$ cat src/rtl/trace_buffer_pkg.sv
// Shared definitions for the retirement trace buffer: FSM state encodings
// and the packed trace record layout.
// Optional feature macro: TRACE_TIMESTAMP_EN adds a 32-bit cycle stamp to each record.
package trace_buffer_pkg;

  typedef enum logic [1:0] {
    TRACE_RUN   = 2'd0,
    TRACE_DRAIN = 2'd1,
    TRACE_DONE  = 2'd2
  } trace_state_e;

`ifdef TRACE_TIMESTAMP_EN
  localparam int TRACE_REC_W = 134;
`else
  localparam int TRACE_REC_W = 102;
`endif

  // One retired instruction as it sits in the FIFO.
  typedef struct packed {
`ifdef TRACE_TIMESTAMP_EN
    logic [31:0] cycle;
`endif
    logic [31:0] pc;
    logic [31:0] inst;
    logic        we;
    logic [4:0]  waddr;
    logic [31:0] wdata;
  } trace_rec_t;

endpackage

$ cat src/rtl/trace_fifo.sv
// Synchronous FIFO used as trace storage. Pointers wrap naturally because
// DEPTH is a power of two. A push while full is accepted only when a pop
// happens in the same cycle; a pop while empty is ignored.
module trace_fifo #(
  parameter int WIDTH = 102,
  parameter int DEPTH = 16
) (
  input  logic                   clk,
  input  logic                   reset,
  input  logic                   push,
  input  logic                   pop,
  input  logic [WIDTH-1:0]       wdata,
  output logic [WIDTH-1:0]       rdata,
  output logic                   full,
  output logic                   empty,
  output logic [$clog2(DEPTH):0] count
);

  localparam int AW = $clog2(DEPTH);

  logic [WIDTH-1:0] mem [DEPTH];
  logic [AW-1:0]    wr_ptr_q, wr_ptr_d;
  logic [AW-1:0]    rd_ptr_q, rd_ptr_d;
  logic [AW:0]      count_q, count_d;
  logic             wr_en, rd_en;

  assign full  = (count_q == (AW+1)'(DEPTH));
  assign empty = (count_q == '0);
  assign count = count_q;
  assign rdata = mem[rd_ptr_q];

  assign wr_en = push && (!full || pop);
  assign rd_en = pop && !empty;

  // Next pointer and occupancy values from the accepted push/pop pair.
  always_comb begin
    // NOTE: every always_comb output gets a default first so no path leaves it unassigned (no latch).
    wr_ptr_d = wr_ptr_q;
    rd_ptr_d = rd_ptr_q;
    count_d  = count_q;
    if (wr_en) wr_ptr_d = wr_ptr_q + 1'b1;
    if (rd_en) rd_ptr_d = rd_ptr_q + 1'b1;
    if (wr_en && !rd_en)      count_d = count_q + 1'b1;
    else if (!wr_en && rd_en) count_d = count_q - 1'b1;
  end

  // Pointer and occupancy registers with synchronous reset.
  always_ff @(posedge clk) begin
    // NOTE: sequential state uses non-blocking assignments so every flop samples pre-edge values.
    if (reset) begin
      wr_ptr_q <= '0;
      rd_ptr_q <= '0;
      count_q  <= '0;
    end else begin
      wr_ptr_q <= wr_ptr_d;
      rd_ptr_q <= rd_ptr_d;
      count_q  <= count_d;
    end
  end

  // Storage write port.
  always_ff @(posedge clk) begin
    // NOTE: the array is deliberately not reset; occupancy and pointers alone decide what is valid.
    if (wr_en) mem[wr_ptr_q] <= wdata;
  end

endmodule

$ cat src/rtl/trace_buffer.sv
// Retirement trace buffer: captures retired instructions into a FIFO while
// the core runs, then drains after halt and reports done once empty.
// Optional feature macro: TRACE_TIMESTAMP_EN adds a free-running cycle
// counter and the out_cycle port carrying the stamp taken at push time.
module trace_buffer
  import trace_buffer_pkg::*;
#(
  parameter int DEPTH = 16
) (
  input  logic                   clk,
  input  logic                   reset,
  input  logic                   retire_valid,
  input  logic [31:0]            retire_pc,
  input  logic [31:0]            retire_inst,
  input  logic                   gpr_we,
  input  logic [4:0]             gpr_waddr,
  input  logic [31:0]            gpr_wdata,
  input  logic                   halt_sig,
  output logic                   out_valid,
  input  logic                   out_ready,
  output logic [31:0]            out_pc,
  output logic [31:0]            out_inst,
  output logic                   out_we,
  output logic [4:0]             out_waddr,
  output logic [31:0]            out_wdata,
`ifdef TRACE_TIMESTAMP_EN
  output logic [31:0]            out_cycle,
`endif
  output logic [$clog2(DEPTH):0] count,
  output logic                   overflow,
  output logic [15:0]            drop_count,
  output logic                   done
);

  localparam int CW = $clog2(DEPTH) + 1;

  trace_state_e state_q, state_d;
  logic         overflow_q, overflow_d;
  logic [15:0]  drop_count_q, drop_count_d;
`ifdef TRACE_TIMESTAMP_EN
  logic [31:0]  cycle_q, cycle_d;
`endif

  trace_rec_t            rec_in, rec_out;
  logic [TRACE_REC_W-1:0] fifo_rdata;
  logic                  fifo_full, fifo_empty;
  logic [CW-1:0]         fifo_count;
  logic                  push_req, pop, drop, drain_empty;

  assign push_req = retire_valid && (state_q == TRACE_RUN);
  assign out_valid = !fifo_empty;
  assign pop       = out_valid && out_ready;
  assign drop      = push_req && fifo_full && !pop;
  // During drain nothing is pushed, so the FIFO ends this cycle empty when
  // it already is, or when its last entry is being popped.
  assign drain_empty = (fifo_count == {{(CW-1){1'b0}}, pop});

  // Pack the retiring instruction; non-writing instructions carry no GPR data.
  always_comb begin
    rec_in       = '0;
    rec_in.pc    = retire_pc;
    rec_in.inst  = retire_inst;
    rec_in.we    = gpr_we;
    rec_in.waddr = gpr_we ? gpr_waddr : 5'd0;
    rec_in.wdata = gpr_we ? gpr_wdata : 32'd0;
`ifdef TRACE_TIMESTAMP_EN
    rec_in.cycle = cycle_q;
`endif
  end

  trace_fifo #(
    .WIDTH (TRACE_REC_W),
    .DEPTH (DEPTH)
  ) u_fifo (
    .clk   (clk),
    .reset (reset),
    .push  (push_req && !drop),
    .pop   (pop),
    .wdata (rec_in),
    .rdata (fifo_rdata),
    .full  (fifo_full),
    .empty (fifo_empty),
    .count (fifo_count)
  );

  // Head record is forced to zero while empty so reset shows clean outputs.
  assign rec_out   = out_valid ? trace_rec_t'(fifo_rdata) : '0;
  assign out_pc    = rec_out.pc;
  assign out_inst  = rec_out.inst;
  assign out_we    = rec_out.we;
  assign out_waddr = rec_out.waddr;
  assign out_wdata = rec_out.wdata;
`ifdef TRACE_TIMESTAMP_EN
  assign out_cycle = rec_out.cycle;
`endif

  assign count      = fifo_count;
  assign overflow   = overflow_q;
  assign drop_count = drop_count_q;
  assign done       = (state_q == TRACE_DONE);

  // Next state, sticky overflow and saturating drop counter.
  always_comb begin
    state_d      = state_q;
    overflow_d   = overflow_q | drop;
    drop_count_d = drop_count_q;
    if (drop && (drop_count_q != 16'hFFFF)) drop_count_d = drop_count_q + 16'd1;
    unique case (state_q)
      TRACE_RUN:   if (halt_sig)    state_d = TRACE_DRAIN;
      TRACE_DRAIN: if (drain_empty) state_d = TRACE_DONE;
      TRACE_DONE:  state_d = TRACE_DONE;
      default:     state_d = TRACE_RUN;
    endcase
  end

`ifdef TRACE_TIMESTAMP_EN
  // Free-running cycle counter, wraps at 2^32.
  assign cycle_d = cycle_q + 32'd1;
`endif

  // Control registers with synchronous reset.
  always_ff @(posedge clk) begin
    if (reset) begin
      state_q      <= TRACE_RUN;
      overflow_q   <= 1'b0;
      drop_count_q <= '0;
`ifdef TRACE_TIMESTAMP_EN
      cycle_q      <= '0;
`endif
    end else begin
      state_q      <= state_d;
      overflow_q   <= overflow_d;
      drop_count_q <= drop_count_d;
`ifdef TRACE_TIMESTAMP_EN
      cycle_q      <= cycle_d;
`endif
    end
  end

endmodule

$ cat config.mk
export PLATFORM = sky130hd
export DESIGN_NAME = trace_buffer
export DESIGN_NICKNAME = d
export VERILOG_FILES = /design/src/rtl/trace_buffer_pkg.sv /design/src/rtl/trace_fifo.sv /design/src/rtl/trace_buffer.sv
export SDC_FILE = /design/constraint.sdc
export NUM_CORES = 1
export LEC_CHECK = 0
export CORE_MARGIN = 2
export CORE_UTILIZATION = 57
export CTS_BUF_LIST = sky130_fd_sc_hd__clkbuf_4
export DETAILED_ROUTE_END_ITERATION = 10
export PLACE_DENSITY = 0.78
export SETUP_SLACK_MARGIN = 0.02
export SLEW_MARGIN = 20
export SYNTH_ARGS = -nofsm -noshare
export SYNTH_HDL_FRONTEND = slang
export SYNTH_SLANG_ARGS = --single-unit
$ cat constraint.sdc
create_clock -name clk -period 14.2 [get_ports clk]
set_input_delay 2.84 -clock clk [delete_from_list [all_inputs] [get_ports clk]]
set_output_delay 2.84 -clock clk [all_outputs]
set_load 0.005 [all_outputs]
==> impl_metrics.csv <==
group,metric,value,unit
logic_synthesis,syn-num-nets,2876,
logic_synthesis,yosysWarnings,0,
cells_and_area,final_common_cell,"edfxtp_1",
clock_tree,clockBufferDepth,4,
routing,routed_wl,142,mm
clock_tree,path_clk_slew,0.06,ns
logic_synthesis,ys_seq_area_frac,0.780,
routing,antenna_left,0,
logic_synthesis,ys.flop_type,"edfxtp_1",
logic_synthesis,syn_inst,2754,
clock_tree,htree_levels,5,
routing,drt-wirelength-per-cell,27.9,um
timing,finalSetupViolations,0,
die,rows,122,
timing,slew-limit-headroom,0.212,
placed_design,gp_congestion,0.761,
cells_and_area,stdcell_area,72700,um2
placed_design,place_area,67800,um2
logic_synthesis,synth_top_family_by_area,"multiplexers",
die,io_pins,233,
clock_tree,root_buffer,"clkbuf_4",
clock_tree,cts_tree,"built",
setup_path,crit_required,11.36,ns
worst_hold_path,hold_end,"overflow$_SDFF_PP0_",
logic_synthesis,synth-async-reset-ratio,0,
timing,fin_setup_tns,0,ns
die,die_x,338,um
timing,hold_viol_final,0,
cells_and_area,nets,3420,
clock_tree,post_cts.repair.setup_buffers,0,
cells_and_area,multi_input_area,13400,um2
global_routing,antenna_found_initial,14,
cells_and_area,fin_cells,5071,
clock_tree,cts_inserted_buffers,412,
logic_synthesis,synth-simple-area-share,0.0125,
setup_path,crit_type,"reg2out",
logic_synthesis,synth_cell_types,51,
logic_synthesis,synthMuxAreaShare,0.178,
power_and_ir_drop,finalPower,12100,uW
logic_synthesis,netlist_area,63700,um2
cells_and_area,drive_above_1_share,0.306,
cells_and_area,nFillCells,7102,
setup_path,reg2reg_from,"state_q[0]$_SDFFE_PP0P_",
timing,clock_skew,0.123,ns
setup_path,r2r_cells,8,
logic_synthesis,yosys.area.top_type,"edfxtp_1",
logic_synthesis,yosys-top-cells-area,"edfxtp_1, mux4_2, mux2i_1",
routing,viasPerCell,6.18,
timing,rsz0062_at_grt,"false",
setup_path,critPathArrivalTime,5.48,ns
routing,drc,0,
logic_synthesis,synth_xor_area_frac,0.000825,
power_and_ir_drop,peakVddDrop,0.000115,V
timing,finalCritPeriodShare,0.586,
cells_and_area,syn_to_final_growth,14.1,%
clock_tree,cts-resized-gates,0,
setup_path,end_kind,"output pin",
power_and_ir_drop,power_leakage,0.0224,uW
worst_hold_path,worstHoldStart,"overflow$_SDFF_PP0_",
placed_design,post-place-cells,4371,
logic_synthesis,synth-seq-cells,1668,
worst_hold_path,hold_class,"reg2reg",
die,core,111000,um2
timing,period_needed,8.32,ns
placed_design,place.port_buffers,232,
die,start_util,0.575,
logic_synthesis,synth_compound_area_frac,0.0149,
timing,worst_pin_slew,1.18,ns
cells_and_area,seqCellArea,49700,um2
global_routing,grt_pass1_vias,33300,
power_and_ir_drop,power-per-cell-area,166,nW/um2
status,status,"complete, no violations",
timing,fmax,120,MHz
logic_synthesis,synth_top_area_share,0.769,
logic_synthesis,synth-edff-count,1632,
die,dieArea,115000,um2
routing,drt_pass1_iterations,8,
timing,maxSlewViolCount,0,
clock_tree,cts.sinks,1668,
setup_path,reg2reg_to,"u_fifo.mem[7][67]$_DFFE_PP_",
routing,via_count,31400,
cells_and_area,final_cell_mix,"edfxtp_1, clkbuf_4, mux4_2",
setup_path,crit_fanout,164,
worst_hold_path,holdPathStages,1,
global_routing,grt_max_degree,165,
routing,drt-initial-drc-count,3402,
setup_path,critPathLaunchType,"register",
cells_and_area,fin_util,0.656,
job,cap_violations,0,
placed_design,detailed_place_hpwl,69.9,mm
clock_tree,holdBufCountCts,0,
global_routing,gr-total-overflow,0,
clock_tree,insertion_delay,1.22,ns
global_routing,grt_pass1_wl,210,mm
logic_synthesis,synth_fa_ha_area_frac,0.00306,
die,die_h,338,um
global_routing,grtUsageTotal,0.250,
logic_synthesis,syn_avg_cell_area,23.1,um2
setup_path,r2r_slack,9.99,ns
==> Yosys cell counts (11+ instances only) <==
master,n
nand2_1,14
dfxtp_1,36
buf_1,21
ha_1,14
nor2_1,16
buf_2,62
inv_1,11
edfxtp_1,1632
clkbuf_1,63
o22ai_1,102
a21oi_1,19
mux2i_1,209
and2_1,45
mux4_2,408
==> through the flow <==
| stage | hold WS [ns] | setup WS (ns) |
|---|---|---|
| floorplan | 0.451 | 0.529 |
| global placement | 0.463 | 7.16 |
| CTS | 0.475 | 5.75 |
| detailed placement | 0.458 | 7.09 |
| global route | 0.511 | 5.43 |
| finish | 0.474 | 5.88 |
==> per-layer routing <==
layer	part of all wire	up-vias	routed length, um	GRT usage
met4	0.025	16	3510	0.0867
li1	-	13100	-	-
met3	0.087	244	12300	0.0616
met5	0.00073	-	103	0
met1	0.39	16400	55200	0.339
met2	0.50	1593	70600	0.400
==> critical path: stages (launching register included) <==
cell             delay [ns]
dfxtp_4                0.90
buf_4                  0.85
buf_12                 0.74
mux4_2                 0.41
mux2i_1                0.48
o22ai_1                0.21
clkdlybuf4s50_1        0.51
==> flip-flops by register name, summed over array words and instances, names as in the netlist, named ones only <==
name             count
u_fifo.mem        1632
drop_count          16
u_fifo.count         5
u_fifo.rd_ptr_q      4
u_fifo.wr_ptr_q      4
state_q              2
overflow             1
==> final cells by class <==
type	instances	share of cell area
repair buffers	279	0.0380
multi-input cells	925	0.184
inverters	12	0.000619
flip-flops and latches	1668	0.684
well taps	1488	0.0256
clock buffers	581	0.0600
diodes	9	0.000310
clock inverters	109	0.00742
==> how the worst max path moves through the flow <==
stage	to	cells past startpoint
2_1_floorplan	u_fifo.mem[3][0]$_DFFE_PP_	4
3_3_place_gp	out_wdata[20]	6
3_5_place_dp	out_wdata[20]	6
4_1_cts	out_wdata[20]	6
5_1_grt	out_wdata[18]	7
6_report	out_wdata[20]	6
==> report_power, final <==
group	total [uW]	leakage (uW)	internal [uW]	switching, uW
sequential	5700	0.0151	5610	90.0
clock	3700	0.00291	1930	1780
combinational	2650	0.00437	1350	1300
==> cells by family (layout without fill, tap and decap cells) <==
kind of cell    after synthesis  count (layout)
other cells                   0               9
fa+ha+maj                    15              15
compound gates              151             151
buf+inv                     161             981
mux                         620             620
flops                      1668            1668
simple gates                133             133
xor+xnor                      6               6
Note: power is estimated with default switching activity, not from simulation.
